**src/rtl/fifo_pkg.sv**
```systemverilog
// rtl/fifo_pkg.sv - shared constants and types for the umbral FIFO and its controlling FSM
package fifo_pkg;

  // Default geometry of one queue
  localparam int FIFO_DATA_WIDTH = 6;
  localparam int FIFO_ADDR_WIDTH = 3;
  localparam int FIFO_DEPTH      = 1 << FIFO_ADDR_WIDTH;
  localparam int FIFO_CNT_WIDTH  = FIFO_ADDR_WIDTH + 1;

  // Umbral widths of each queue class; the FSM drives thresholds of these widths
  localparam int MF_SIZE = FIFO_ADDR_WIDTH;
  localparam int VC_SIZE = FIFO_ADDR_WIDTH;
  localparam int D_SIZE  = FIFO_ADDR_WIDTH;

  // Identifies which queue an instance serves
  typedef enum logic [2:0] {
    Q_MF  = 3'd0,
    Q_VC0 = 3'd1,
    Q_VC1 = 3'd2,
    Q_D0  = 3'd3,
    Q_D1  = 3'd4
  } queue_id_e;

endpackage

```
**src/rtl/fifo_mem.sv**
```systemverilog
// rtl/fifo_mem.sv - DEPTH x DATA_WIDTH storage, one write port and one registered read port
module fifo_mem
  import fifo_pkg::*;
#(
  parameter int DATA_WIDTH = FIFO_DATA_WIDTH,
  parameter int ADDR_WIDTH = FIFO_ADDR_WIDTH
) (
  input  logic                  clk,
  input  logic                  reset,
  input  logic                  wr_en,
  input  logic [ADDR_WIDTH-1:0] wr_addr,
  input  logic [DATA_WIDTH-1:0] wr_data,
  input  logic                  rd_en,
  input  logic [ADDR_WIDTH-1:0] rd_addr,
  output logic [DATA_WIDTH-1:0] rd_data
);

  localparam int DEPTH = 1 << ADDR_WIDTH;

  logic [DATA_WIDTH-1:0] r_mem [DEPTH];
  logic [DATA_WIDTH-1:0] r_rd_data;

  // Array write; contents survive reset, stale words are unreachable once pointers clear
  always_ff @(posedge clk) begin
    if (wr_en) begin
      r_mem[wr_addr] <= wr_data;
    end
  end

  // Read register samples the old word, so a same-address write lands after the read
  always_ff @(posedge clk or negedge reset) begin
    if (!reset) begin
      r_rd_data <= '0;
    end else if (rd_en) begin
      r_rd_data <= r_mem[rd_addr];
    end
  end

  assign rd_data = r_rd_data;

endmodule

```
**src/rtl/fifo_umbral.sv**
```systemverilog
// rtl/fifo_umbral.sv - synchronous FIFO with almost-empty/almost-full umbrals; FIFO_PEAK_EN adds peak occupancy
module fifo_umbral
  import fifo_pkg::*;
#(
  parameter int DATA_WIDTH = FIFO_DATA_WIDTH,
  parameter int ADDR_WIDTH = FIFO_ADDR_WIDTH
) (
  input  logic                  clk,
  input  logic                  reset,
  input  logic                  push,
  input  logic [DATA_WIDTH-1:0] data_in,
  input  logic                  pop,
  output logic [DATA_WIDTH-1:0] data_out,
  output logic                  valid_out,
  input  logic [ADDR_WIDTH-1:0] empty_umbral_in,
  input  logic [ADDR_WIDTH-1:0] full_umbral_in,
  output logic                  fifo_empty,
  output logic                  fifo_full,
  output logic                  almost_empty,
  output logic                  almost_full,
  output logic                  err,
  output logic [ADDR_WIDTH:0]   count,
  output logic [ADDR_WIDTH:0]   max_count
);

  localparam logic [ADDR_WIDTH:0]   CNT_ZERO = '0;
  localparam logic [ADDR_WIDTH:0]   CNT_ONE  = {{ADDR_WIDTH{1'b0}}, 1'b1};
  localparam logic [ADDR_WIDTH:0]   CNT_FULL = {1'b1, {ADDR_WIDTH{1'b0}}};
  localparam logic [ADDR_WIDTH-1:0] PTR_ONE  = {{(ADDR_WIDTH-1){1'b0}}, 1'b1};

  logic [ADDR_WIDTH-1:0] r_wr_ptr;
  logic [ADDR_WIDTH-1:0] r_rd_ptr;
  logic [ADDR_WIDTH:0]   r_count;
  logic                  r_empty;
  logic                  r_full;
  logic                  r_valid;
  logic                  r_err;

  logic                  w_push_ok;
  logic                  w_pop_ok;
  logic                  w_overflow;
  logic                  w_underflow;
  logic [ADDR_WIDTH:0]   w_count_nxt;
  logic [DATA_WIDTH-1:0] w_rd_data;

  // A push into a full queue is still taken when a pop frees the head slot on the same edge
  assign w_push_ok   = push & (~r_full | pop);
  assign w_pop_ok    = pop & ~r_empty;
  assign w_overflow  = push & r_full & ~pop;
  assign w_underflow = pop & r_empty;

  // Occupancy after this edge
  always_comb begin
    w_count_nxt = r_count;
    case ({w_push_ok, w_pop_ok})
      2'b10:   w_count_nxt = r_count + CNT_ONE;
      2'b01:   w_count_nxt = r_count - CNT_ONE;
      default: w_count_nxt = r_count;
    endcase
  end

  // Pointers, occupancy, registered empty/full, read-valid and sticky error
  always_ff @(posedge clk or negedge reset) begin
    if (!reset) begin
      r_wr_ptr <= '0;
      r_rd_ptr <= '0;
      r_count  <= '0;
      r_empty  <= 1'b1;
      r_full   <= 1'b0;
      r_valid  <= 1'b0;
      r_err    <= 1'b0;
    end else begin
      if (w_push_ok) begin
        r_wr_ptr <= r_wr_ptr + PTR_ONE;
      end
      if (w_pop_ok) begin
        r_rd_ptr <= r_rd_ptr + PTR_ONE;
      end
      r_count <= w_count_nxt;
      r_empty <= (w_count_nxt == CNT_ZERO);
      r_full  <= (w_count_nxt == CNT_FULL);
      r_valid <= w_pop_ok;
      r_err   <= r_err | w_overflow | w_underflow;
    end
  end

  fifo_mem #(
    .DATA_WIDTH (DATA_WIDTH),
    .ADDR_WIDTH (ADDR_WIDTH)
  ) u_mem (
    .clk     (clk),
    .reset   (reset),
    .wr_en   (w_push_ok),
    .wr_addr (r_wr_ptr),
    .wr_data (data_in),
    .rd_en   (w_pop_ok),
    .rd_addr (r_rd_ptr),
    .rd_data (w_rd_data)
  );

`ifdef FIFO_PEAK_EN
  logic [ADDR_WIDTH:0] r_max_count;

  // Highest occupancy seen since reset
  always_ff @(posedge clk or negedge reset) begin
    if (!reset) begin
      r_max_count <= '0;
    end else if (w_count_nxt > r_max_count) begin
      r_max_count <= w_count_nxt;
    end
  end

  assign max_count = r_max_count;
`else
  assign max_count = '0;
`endif

  // Umbral compares use live thresholds so an FSM update shows up in the same cycle
  assign almost_empty = (r_count <= {1'b0, empty_umbral_in});
  assign almost_full  = (r_count >= {1'b0, full_umbral_in});

  assign data_out   = w_rd_data;
  assign valid_out  = r_valid;
  assign fifo_empty = r_empty;
  assign fifo_full  = r_full;
  assign err        = r_err;
  assign count      = r_count;

endmodule

```
**config.mk**
```make
export PLATFORM = sky130hd
export DESIGN_NAME = fifo_umbral
export DESIGN_NICKNAME = d
export VERILOG_FILES = /design/src/rtl/fifo_pkg.sv /design/src/rtl/fifo_mem.sv /design/src/rtl/fifo_umbral.sv
export SDC_FILE = /design/constraint.sdc
export NUM_CORES = 1
export LEC_CHECK = 0
export CAP_MARGIN = 0
export CORE_UTILIZATION = 40
export CTS_CLUSTER_SIZE = 28
export DETAILED_ROUTE_END_ITERATION = 8
export MAX_ROUTING_LAYER = met4
export SLEW_MARGIN = 20
export SYNTH_ARGS = -nofsm -noshare
export SYNTH_HDL_FRONTEND = slang
export SYNTH_SLANG_ARGS = --single-unit
```
**constraint.sdc**
```tcl
create_clock -name clk -period 4.6 [get_ports clk]
set_input_delay 0.92 -clock clk [delete_from_list [all_inputs] [get_ports clk]]
set_output_delay 0.92 -clock clk [all_outputs]
set_load 0.1 [all_outputs]
```
After elaboration in Yosys (flattened, before gate mapping)
Memories as Yosys holds them, arrays and structs flattened. A register that Yosys moved wholly into a read port is not among the register bits.
Cells that the tools add are included.
Cells by class
  multiplexer cells: 3
  bitwise logic cells: 11
  reduce and logical (&&, ||, !) cells: 2
  equality and inequality tests: 3
  $lt $le $gt $ge: 2
  add/sub/neg operators: 4
Operators by type and width (count)
  4-bit one-hot mux with 2 select lines: 1
  3-bit by 1-bit adder with 3-bit output (second input constant): 2
  1-bit AND: 5
  4-bit by 1-bit adder with 4-bit output (second input constant): 1
  4-bit equality test (second input constant): 1
  4-bit by 3-bit greater-or-equal comparator with 1-bit output: 1
  4-bit by 3-bit less-or-equal comparator with 1-bit output: 1
  4-bit logical NOT: 1
  4-bit by 1-bit subtractor with 4-bit output (second input constant): 1
  1-bit inverter: 3
  1-bit bitwise OR: 3
  2-bit by 1-bit equality test with 1-bit output (second input constant): 1
  2-bit equality test (second input constant): 1
  1-bit 2-to-1 mux: 2
  1-bit logical NOT: 1
Storage, ports and cells
  output and inout port bits: 20
  word-level logic and storage cells: 33
  bits of input ports: 16
  memories: 1
  RAM bits: 48
  register bits: 14
Memory list
  u_mem.r_mem: depth 8, bits a word 6, rd ports 1, clocked after memory_dff 1, wr ports 1, line fifo_mem.sv:20  | logic [DATA_WIDTH-1:0] r_mem [DEPTH];

Longest topological paths before layout
Gate-level depths: netlist of run 1.
  word-level depth: 6
  gate-level depth with buffers: 8
  mapped depth without buffers: 7

Cells and area by module
A second synthesis of run 1 with hierarchy kept.
Second synthesis, totals
  cells, all modules: 216
  area total of the unflattened synthesis: 3108.0 sq um
By module, submodules not included
  fifo_mem: instances 1, seq. area each 1591.5 sq um, area each 2147.1 sq um, cells each 124
  fifo_umbral: instances 1, seq. area each 351.6 sq um, area each 960.9 sq um, cells each 92

Worst setup path after synthesis of run 1
Ideal clock, no wire load.
  kind: register -> output
  start point: register r_count[1], in the netlist count[1]
  end point: output port almost_empty
  cell stages (with the launch flop): 6
  arrival: 3.194 ns
  data required time: 3.680 ns
  path buffers: 0
  setup slack: 0.486 ns
  path through: dfrtp_1 -> ha_1 -> nor2b_1 -> o21ai_0 -> nand2b_1 -> a21oi_1
Between the ends
  cells in the longest elaborated chain, start to end: 1
Ends and longest elaborated chain
  start: declaration: line fifo_umbral.sv:33  | logic [ADDR_WIDTH:0] r_count;
  start signal: assignment: line fifo_umbral.sv:79  | r_count <= w_count_nxt;
  4-bit by 3-bit less-or-equal comparator with 1-bit output: line fifo_umbral.sv:119  | assign almost_empty = (r_count <= {1'b0, empty_umbral_in});
  end: declaration: line fifo_umbral.sv:19  | output logic almost_empty,
Every way passes these cells.

Worst setup path after layout of run 1
  start point: input port empty_umbral_in[1]
  end point: output port almost_empty
Between the ends
  cells in the longest elaborated chain, start to end: 1
Ends and longest elaborated chain
  start: declaration: line fifo_umbral.sv:15  | input logic [ADDR_WIDTH-1:0] empty_umbral_in,
  4-bit by 3-bit less-or-equal comparator with 1-bit output: line fifo_umbral.sv:119
Every way passes these cells.

==> summary.md, run 1 <==
| Metric | Value |
|---|---|
| Reg2reg end | `fifo_full` |
| Fmax achieved | `293 MHz` |
| Post-synthesis sequential area ratio | `0.665` |
| Synth Area in Adders | `0.0428` |
| Setup TNS Final | `0 ps` |
| Clock Latency Late Sink | `330 ps` |
| TritonCTS Sinks | `68` |
| Largest family of logic cells by synthesized area | `multiplexers` |
| Hold EP | `u_mem.rd_data[0]` |
| Simple-Gate Fraction of Synth Area | `0.0758` |
| Rows | `30` |
| CP max stage delay | `450 ps` |
| Final slew viol count | `0` |
| Flops & latches, synth | `68` |
| Max-Cap Viols | `0` |
| Relative slew slack | `0.346` |
| Post_cts resized | `0` |
| Layout cells sized above 1 | `0.163` |
| Total Power | `2.59 mW` |
| Final Skew | `5.85 ps` |
| Worst Hold Depth | `2` |
| Grt ovf | `0` |
| Reg2Reg Launch Point | `fifo_empty` |
| Reg2Reg Setup Slack | `1770 ps` |
| CTS max path bufs | `2` |
| Cell with the most instances after synthesis | `edfxtp_1` |
| Worst-path fanout max | `2` |
| Wire length per cell | `15.4 um` |
| Largest net degree at the start of global routing | `21` |
| H-tree levels | `3` |
| Final net count | `248` |
| Setup violators final | `0` |
| DR DRC count | `0` |
| CTS tree | `built` |
| Asr flop ratio synth | `0.294` |
| Final hold vios | `0` |
| Clk pin slew, worst setup/hold paths | `70 ps` |
| DR iter-0 viols | `77` |
| Port Buffer Count | `31` |
| First-pass GRT wire length | `8060 um` |
| Reg2Reg Depth | `7` |
| Critical path endpoint category | `primary output` |
| Power Dens Cells | `735 nW/um2` |
| Yosys cell types | `37` |
| VDD IR max | `0.000262 V` |
| WP data required | `3680 ps` |
| DP HPWL | `3420 um` |
| Initial antenna violation count | `0` |
| RSZ-0062 raised after global routing | `no` |
| DIE AREA | `7650 um2` |
| Status | `finished, final reports clean` |
| Syn avg cell area | `15.9 um2` |
| Crit path cell chain | `clkdlybuf4s50_1, inv_1, ha_1, nor2b_1, o21ai_0, nand2b_1, a21oi_1, buf_4` |
| Vias in the first global route | `1,557` |
| Area occupied by multi-input gates | `900 um2` |
| Warnings from Yosys | `0` |
| Top cells by count, synth | `edfxtp_1, dfrtp_1, nand2_1` |
| Synth area leader | `edfxtp_1` |
| Post-layout util | `0.510` |
| Critical path class | `in2out` |
| Hold Buf Count CTS | `0` |
| Vias per cell | `4.72` |
| Cts bufs inserted | `9` |
| DR vias | `1,525` |
| Routed Antenna Nets | `0` |
| Root Buffer Master | `clkbuf_8` |
| Post-synthesis xor/xnor area fraction | `0.0210` |
| Worst-Margin Slew | `977 ps` |
| Mux share of post-synthesis cell area | `0.122` |
| Initial Util | `0.423` |
| Fin crit share | `0.741` |
| Slowest cell on crit path | `clkdlybuf4s50_1` |
| Mapped Area | `2920 um2` |
| Die width | `87.5 um` |
| Boundary pin count | `36` |
| Total detailed-routing wirelength | `4980 um` |
| Synth-to-layout area growth | `20.5%` |
| Mapped Cells | `184` |
| Primary FF master, synth | `edfxtp_1` |
| Core area | `6910 um2` |
| Gpl congestion | `0.722` |
| Critical path arrival | `2490 ps` |
| Hold_sp | `u_mem.rd_data[0]` |
| Post-synth top area share | `0.493` |
| Die height | `87.5 um` |
| Post-synth EDFFs | `48` |
| Fillcell total | `597` |
| Min Tclk post-route | `3410 ps` |
| Total GRT Usage | `0.150` |
| Hold Crit Class | `reg2reg` |
| Leakage | `1.30 nW` |
| Post-CTS setup buffer count | `0` |
| Compound-Gate Fraction of Synth Area | `0.0411` |
| Worst setup SP type | `primary input` |
| Top cells by area, synth | `edfxtp_1, dfrtp_1, mux4_2, ha_1, mux2i_1` |
| Seq. cell area | `1940 um2` |
| Pre-antenna DRT Iters | `4` |
| N_diodes | `0` |
==> worst max path at each step <==
stage          cells after the start            to               start
2_1_floorplan                      5  almost_empty            count[1]
3_3_place_gp                       8     fifo_full                 pop
3_5_place_dp                       8     fifo_full                 pop
4_1_cts                            8  almost_empty  empty_umbral_in[1]
5_1_grt                            8  almost_empty  empty_umbral_in[1]
6_report                           8  almost_empty  empty_umbral_in[1]
==> state kept, by name, indices dropped and copies added (netlist names) <==
| register | flops |
|---|---|
| u_mem.rd_data | 6 |
| fifo_full | 1 |
| count | 4 |
| r_rd_ptr | 3 |
| r_wr_ptr | 3 |
| fifo_empty | 1 |
| err | 1 |
| u_mem.r_mem | 48 |
| valid_out | 1 |
==> per-stage QoR <==
step / area [um2] / cells / hold WS, ps / worst slack, ps
2_1_floorplan: 2930 / 187 / 489 / 486
3_3_place_gp: 3310 / 307 / 463 / 1020
3_5_place_dp: 3310 / 307 / 474 / 954
4_1_cts: 3520 / 323 / 489 / 1190
5_1_grt: 3520 / 323 / 517 / 1100
6_report: 3520 / 323 / 480 / 1190
==> cell type report <==
class                      instances  share of cell area
timing repair buffer              33              0.0910
multi-input combinational        102               0.256
clock inverter                     5              0.0217
clock buffer                      11              0.0373
sequential                        68               0.552
inverter                           8             0.00853
tap                               96              0.0341
==> placed cells by master, fill, tap and decap left out, drive strengths merged, types with 6 or more instances in the layout <==
cell type      count
clkbuf            11
edfxtp            48
nand2             14
dfrtp             19
o21ai              8
inv                8
mux4              12
nor2               9
ha                10
clkdlybuf4s50     29
mux2i              6
nand2b             6
==> worst max-delay path: cells and delay by family <==
family	cells	cell delay, ps
AO/OA/AOI/OAI	2	280
adder cells (fa/ha/maj)	1	290
buffers and inverters	3	790
AND/OR/NAND/NOR	2	200
==> per-layer routing <==
layer / share of wire / wire length, um / track usage
met1: 0.47 / 2350 / 0.192
met2: 0.48 / 2370 / 0.235
met3: 0.044 / 219 / 0.0294
met4: 0.0088 / 44 / 0.0626
met5: 0 / 0 / -
==> report_power, final <==
group | total, mW | switching [mW] | internal [mW] | leakage [nW]
sequential | 0.959 | 0.158 | 0.801 | 0.671
clock | 0.518 | 0.215 | 0.303 | 0.101
combinational | 1.11 | 0.724 | 0.387 | 0.530
==> kinds of logic after synthesis <==
family                     Yosys count
AOI/OAI and AO/OA                   19
xor gates and xnor gates             7
adders and majority gates           10
buffers and inverters               17
DFF                                 68
muxes                               20
other                                1
and+or+nand+nor                     42
(Power assumes the default switching activity.)
==> run 2, diff against run 1 <==
==> constraint.sdc (replaced) <==
create_clock -name clk -period 3.3 [get_ports clk]
set_input_delay 0.66 -clock clk [delete_from_list [all_inputs] [get_ports clk]]
set_output_delay 0.66 -clock clk [all_outputs]
set_load 0.1 [all_outputs]
==> summary.md, run 2 (synthesis results as in run 1) <==
| Metric | Value |
|---|---|
| Pint | `2.04 mW (was 1.49 mW)` |
| Synth-to-layout area growth | `21.3% (was 20.5%)` |
| Status | `finished, final reports clean (unchanged)` |
| WP data required | `2640 ps (was 3680 ps)` |
| Cells after DPL | `312 (was 307)` |
| Initial Util | `0.423 (unchanged)` |
| Min Tclk post-route | `2830 ps` |
| Die width | `87.5 um (unchanged)` |
| DR iter-0 viols | `63 (was 77)` |
| Clk pin slew, worst setup/hold paths | `70 ps (about the same)` |
| Total detailed-routing wirelength | `5040 um (was 4980 um)` |
| N_diodes | `0 (unchanged)` |
| Root Buffer Master | `clkbuf_8 (unchanged)` |
| Critical path arrival | `2170 ps (was 2490 ps)` |
| Vias in the first global route | `1,548 (was 1,557)` |
| Boundary pin count | `36 (unchanged)` |
| Final net count | `253 (was 248)` |
| Clock Latency Late Sink | `340 ps (was 330 ps)` |
| Cts bufs inserted | `9 (unchanged)` |
| Power Dens Cells | `1020 nW/um2 (was 735 nW/um2)` |
| First-pass GRT wire length | `7910 um (was 8060 um)` |
| Total Power | `3.61 mW (was 2.59 mW)` |
| DIE AREA | `7650 um2 (unchanged)` |
| Largest register FFs | `48 (unchanged)` |
| Clock power frac | `0.182 (was 0.200)` |
| Most common cell after layout, fill and taps aside | `edfxtp_1 (unchanged)` |
| Fillcell total | `614 (was 597)` |
| Sw Ratio | `0.435 (was 0.424)` |
| Worst setup SP type | `primary input (unchanged)` |
| Relative slew slack | `0.397 (was 0.346)` |
| Port Buffer Count | `31 (unchanged)` |
| Psw | `1.57 mW (was 1.10 mW)` |
| H-tree levels | `3 (unchanged)` |
| Layout cells sized above 1 | `0.254 (was 0.163)` |
| Rows | `30 (unchanged)` |
| Uppermost routed layer | `met4 (unchanged)` |
| Most frequent cells in the layout | `edfxtp_1, buf_4, dfrtp_1 (was edfxtp_1, clkdlybuf4s50_1, dfrtp_1)` |
| Seq pwr share | `0.373 (was 0.371)` |
| RSZ-0062 raised after global routing | `no (unchanged)` |
| Hold Buf Count CTS | `0 (unchanged)` |
| VDD IR max | `0.000294 V (was 0.000262 V)` |
| Initial antenna violation count | `0 (unchanged)` |
| CTS max path bufs | `2 (unchanged)` |
| Reg with most FFs | `u_mem.r_mem (unchanged)` |
| Fmax achieved | `353 MHz` |
| Critical path endpoint category | `primary output (unchanged)` |
| DR DRC count | `0 (unchanged)` |
| Setup violators final | `0 (unchanged)` |
| Critical path class | `in2out (unchanged)` |
| Setup TNS Final | `0 ps (unchanged)` |
| CP max stage delay | `460 ps (was 450 ps)` |
| Gpl congestion | `0.725 (was 0.722)` |
| Pre-antenna DRT Iters | `4 (unchanged)` |
| Final hold vios | `0 (unchanged)` |
| Total GRT Usage | `0.154 (was 0.150)` |
| Combinational fraction of design power | `0.445 (was 0.429)` |
| Final Skew | `12.4 ps (was 5.85 ps)` |
| DP HPWL | `3380 um (was 3420 um)` |
| Met3 wire len | `277 um (was 219 um)` |
| Die height | `87.5 um (unchanged)` |
| Worst-path fanout max | `2 (unchanged)` |
| Leakage | `1.35 nW (was 1.30 nW)` |
| Wl on met1 | `2290 um (was 2350 um)` |
| Post_cts resized | `0 (unchanged)` |
| CTS tree | `built (unchanged)` |
| TritonCTS Sinks | `68 (unchanged)` |
| Slowest cell on crit path | `clkdlybuf4s50_1 (unchanged)` |
| Crit path cell chain | `clkdlybuf4s50_1, inv_1, ha_1, nor2b_1, o21ai_0, nand2b_1, a21oi_4, buf_12 (was clkdlybuf4s50_1, inv_1, ha_1, nor2b_1, o21ai_0, nand2b_1, a21oi_1, buf_4)` |
| WHS | `481 ps (was 480 ps)` |
| Grt ovf | `0 (unchanged)` |
| Core area | `6910 um2 (unchanged)` |
| Final slew viol count | `0 (unchanged)` |
| Fin crit share | `0.858` |
| Post-route non-filler standard cell count | `328 (was 323)` |
| Post-CTS setup buffer count | `0 (unchanged)` |
| Largest net degree at the start of global routing | `21 (unchanged)` |
| Worst-Margin Slew | `901 ps (was 977 ps)` |
| DR WL met2 | `2360 um (was 2370 um)` |
| Vias per cell | `4.82 (was 4.72)` |
| Wire length per cell | `15.4 um (about the same)` |
| Routed Antenna Nets | `0 (unchanged)` |
| Max-Cap Viols | `0 (unchanged)` |
| Hold Crit Class | `reg2reg (unchanged)` |
| DR vias | `1,582 (was 1,525)` |
[run 2: cell types whose count changed in the layout (fill, tap and decap cells not counted), sizes merged]
cell and change:
clkdlybuf4s50 -14, clkbuf -1, clkinv +2, bufinv -1, buf +19
[run 2: layer usage]
layer  global-route usage  vias up
met5                    -        -
met4               0.0805        0
met3               0.0379       10
met2                0.237       49
met1                0.190      761
li1                     -      762
[run 2: per-stage QoR]
step                 util  instance area (um2)  setup slack, ps
floorplan               -                 2940              299
global placement    0.485                 3350              230
detailed placement  0.485                 3350              206
CTS                 0.513                 3540              445
global route        0.513                 3540              379
finish              0.513                 3540              470
[run 2: cell type report]
cell class                 count  area [um2]  area share
sequential                    68        1940       0.548
multi-input combinational    102         911       0.257
timing repair buffer          38         348      0.0981
clock buffer                  10         128      0.0360
tap                           96         120      0.0339
clock inverter                 6        65.1      0.0184
inverter                       8        30.0     0.00847
[run 2: path summary, 6_finish.rpt]
check	from	to	slack, ps	cells after the start
worst min-delay path	u_mem.rd_data[1]	u_mem.rd_data[1]	480	2
max in group asynchronous	reset	count[0]	1910	1
worst min register to register	u_mem.rd_data[1]	u_mem.rd_data[1]	480	2
min in group asynchronous	reset	u_mem.rd_data[3]	830	1
worst max register to register	fifo_empty	fifo_full	930	7
worst max-delay path	empty_umbral_in[1]	almost_empty	470	8
[run 2: critical path, delay by kind of cell]
kind,cells,cell delay [ps]
simple gates,2,240
compound gates,2,290
buf+inv,3,690
fa+ha+maj,1,290
[run 2: power by group through the flow]
stage          registers (mW)  clock network [mW]  logic, mW
2_1_floorplan            1.76                   0      0.823
3_3_place_gp             1.37                   0       1.61
3_5_place_dp             1.37                   0       1.62
4_1_cts                  1.35               0.674       1.63
5_1_grt                  1.38               0.706       1.72
6_report                 1.34               0.657       1.61
==> run 3, diff against run 2 <==
--- a/config.mk
+++ b/config.mk
@@ -6,10 +6,11 @@
 export NUM_CORES = 1
 export LEC_CHECK = 0
 export CAP_MARGIN = 0
-export CORE_UTILIZATION = 40
+export CORE_UTILIZATION = 50
 export CTS_CLUSTER_SIZE = 28
 export DETAILED_ROUTE_END_ITERATION = 8
 export MAX_ROUTING_LAYER = met4
+export PLACE_DENSITY = 0.73
 export SLEW_MARGIN = 20
 export SYNTH_ARGS = -nofsm -noshare
 export SYNTH_HDL_FRONTEND = slang
==> constraint.sdc (replaced) <==
create_clock -name clk -period 3.3 [get_ports clk]
set_input_delay 0.33 -clock clk [delete_from_list [all_inputs] [get_ports clk]]
set_output_delay 0.33 -clock clk [all_outputs]
set_load 0.1 [all_outputs]
==> summary.md, run 3 (synthesis results as in run 1) <==
| Metric | Value |
|---|---|
| Cts bufs inserted | `9 (unchanged)` |
| Worst setup SP type | `primary input (unchanged)` |
| Root Buffer Master | `clkbuf_8 (unchanged)` |
| Max-Cap Viols | `0 (unchanged)` |
| Leakage | `1.30 nW (was 1.35 nW)` |
| Die width | `78.4 um (was 87.5 um)` |
| Total detailed-routing wirelength | `5150 um (was 5040 um)` |
| Fillcell total | `424 (was 614)` |
| Wire length per cell | `17.2 um (was 15.4 um)` |
| Area occupied by multi-input gates | `903 um2 (was 911 um2)` |
| Initial antenna violation count | `0 (unchanged)` |
| Final slew viol count | `0 (unchanged)` |
| DR iter-0 viols | `78 (was 63)` |
| Critical path endpoint category | `flop (was primary output)` |
| Layout cells sized above 1 | `0.162 (was 0.254)` |
| Clock Latency Late Sink | `330 ps (was 340 ps)` |
| Post-CTS setup buffer count | `0 (unchanged)` |
| Clk pin slew, worst setup/hold paths | `70 ps (about the same)` |
| Post_cts resized | `0 (unchanged)` |
| Synth-to-layout area growth | `19.7% (was 21.3%)` |
| Min Tclk post-route | `2640 ps (was 2830 ps)` |
| Total GRT Usage | `0.202 (was 0.154)` |
| Power Dens Cells | `1040 nW/um2 (was 1020 nW/um2)` |
| Hold Crit Class | `reg2reg (unchanged)` |
| CTS tree | `built (unchanged)` |
| Fmax achieved | `379 MHz (was 353 MHz)` |
| Critical path arrival | `2880 ps (was 2170 ps)` |
| DR DRC count | `0 (unchanged)` |
| TritonCTS Sinks | `68 (unchanged)` |
| VDD IR max | `0.000872 V (was 0.000294 V)` |
| Vias per cell | `5.37 (was 4.82)` |
| Rows | `27 (was 30)` |
| Largest register FFs | `48 (unchanged)` |
| Hold Buf Count CTS | `0 (unchanged)` |
| N_diodes | `0 (unchanged)` |
| WHS | `487 ps (was 481 ps)` |
| Final net count | `249 (was 253)` |
| Port Buffer Count | `31 (unchanged)` |
| Fin crit share | `0.799 (was 0.858)` |
| Most common cell after layout, fill and taps aside | `edfxtp_1 (unchanged)` |
| CTS max path bufs | `2 (unchanged)` |
| Pre-antenna DRT Iters | `4 (unchanged)` |
| Seq. cell area | `1940 um2 (unchanged)` |
| Routed Antenna Nets | `0 (unchanged)` |
| Die height | `78.4 um (was 87.5 um)` |
| Largest net degree at the start of global routing | `21 (unchanged)` |
| DR WL met2 | `2660 um (was 2360 um)` |
| DIE AREA | `6150 um2 (was 7650 um2)` |
| Worst Hold Depth | `2 (unchanged)` |
| Relative slew slack | `0.343 (was 0.397)` |
| Grt ovf | `0 (unchanged)` |
| Critical path class | `in2reg (was in2out)` |
| Boundary pin count | `36 (unchanged)` |
| Setup violators final | `0 (unchanged)` |
| RSZ-0062 raised after global routing | `no (unchanged)` |
| Most frequent cells in the layout | `edfxtp_1, clkdlybuf4s50_1, dfrtp_1 (was edfxtp_1, buf_4, dfrtp_1)` |
| Core area | `5570 um2 (was 6910 um2)` |
| WP data required | `3540 ps (was 2640 ps)` |
| Worst-Margin Slew | `982 ps (was 901 ps)` |
| Met3 wire len | `241 um (was 277 um)` |
| Gpl congestion | `0.767 (was 0.725)` |
| Final hold vios | `0 (unchanged)` |
| Final Skew | `7.61 ps (was 12.4 ps)` |
| Worst-path fanout max | `4 (was 2)` |
| First-pass GRT wire length | `8560 um (was 7910 um)` |
| Status | `finished, final reports clean (unchanged)` |
| Setup TNS Final | `0 ps (unchanged)` |
| Vias in the first global route | `1,683 (was 1,548)` |
| Reg2Reg Depth | `7 (unchanged)` |
| H-tree levels | `3 (unchanged)` |
| Reg with most FFs | `u_mem.r_mem (unchanged)` |
| Wl on met1 | `2190 um (was 2290 um)` |
| DP HPWL | `3680 um (was 3380 um)` |
| Initial Util | `0.524 (was 0.423)` |
| Uppermost routed layer | `met4 (unchanged)` |
| DR vias | `1,612 (was 1,582)` |
[run 3: power by group]
part / total (mW) / internal (mW) / switching, mW
combinational: 1.58 / 0.547 / 1.03
sequential: 1.34 / 1.12 / 0.228
clock: 0.707 / 0.428 / 0.279
total: 3.63 / 2.09 / 1.54
[run 3: area by class of cell]
cell class	instances	area share
Clock buffer	14	0.0408
Clock inverter	2	0.0172
Inverter	8	0.00859
Multi-Input combinational cell	102	0.258
Sequential cell	68	0.556
Tap cell	72	0.0258
Timing Repair Buffer	34	0.0937
[run 3: per-stage QoR]
step                      utilization  setup slack (ps)  power (mW)  instances  cell area [um2]
after floorplan                     -               324        2.57        187             2940
after global placement          0.591               464        2.89        284             3290
after detailed placement        0.591               348        2.95        284             3290
after CTS                       0.627               697        3.66        300             3500
after global routing            0.627               522        3.82        300             3500
final                           0.627               662        3.63        300             3500
[run 3: worst paths after layout]
| kind | start | endpoint | slack (ps) |
|---|---|---|---|
| max | pop | fifo_full | 660 |
| max reg2reg | fifo_empty | fifo_full | 830 |
| min in group asynchronous | reset | u_mem.rd_data[3] | 500 |
| min | u_mem.rd_data[3] | u_mem.rd_data[3] | 490 |
| max in group asynchronous | reset | count[1] | 2260 |
| min reg2reg | u_mem.rd_data[3] | u_mem.rd_data[3] | 490 |
[run 3: critical path, stage by stage]
cell and delay, ps:
clkdlybuf4s50_1 520, nor3b_1 510, xor2_1 190, ha_1 240, mux2_4 290, nor2_4 90
or4b_4 480, a211oi_2 220
[run 3: routing by layer]
metal / track usage / vias to the layer above
li1: - / 757
met5: - / -
met1: 0.249 / 791
met2: 0.311 / 60
met3: 0.0488 / 4
met4: 0.104 / 0
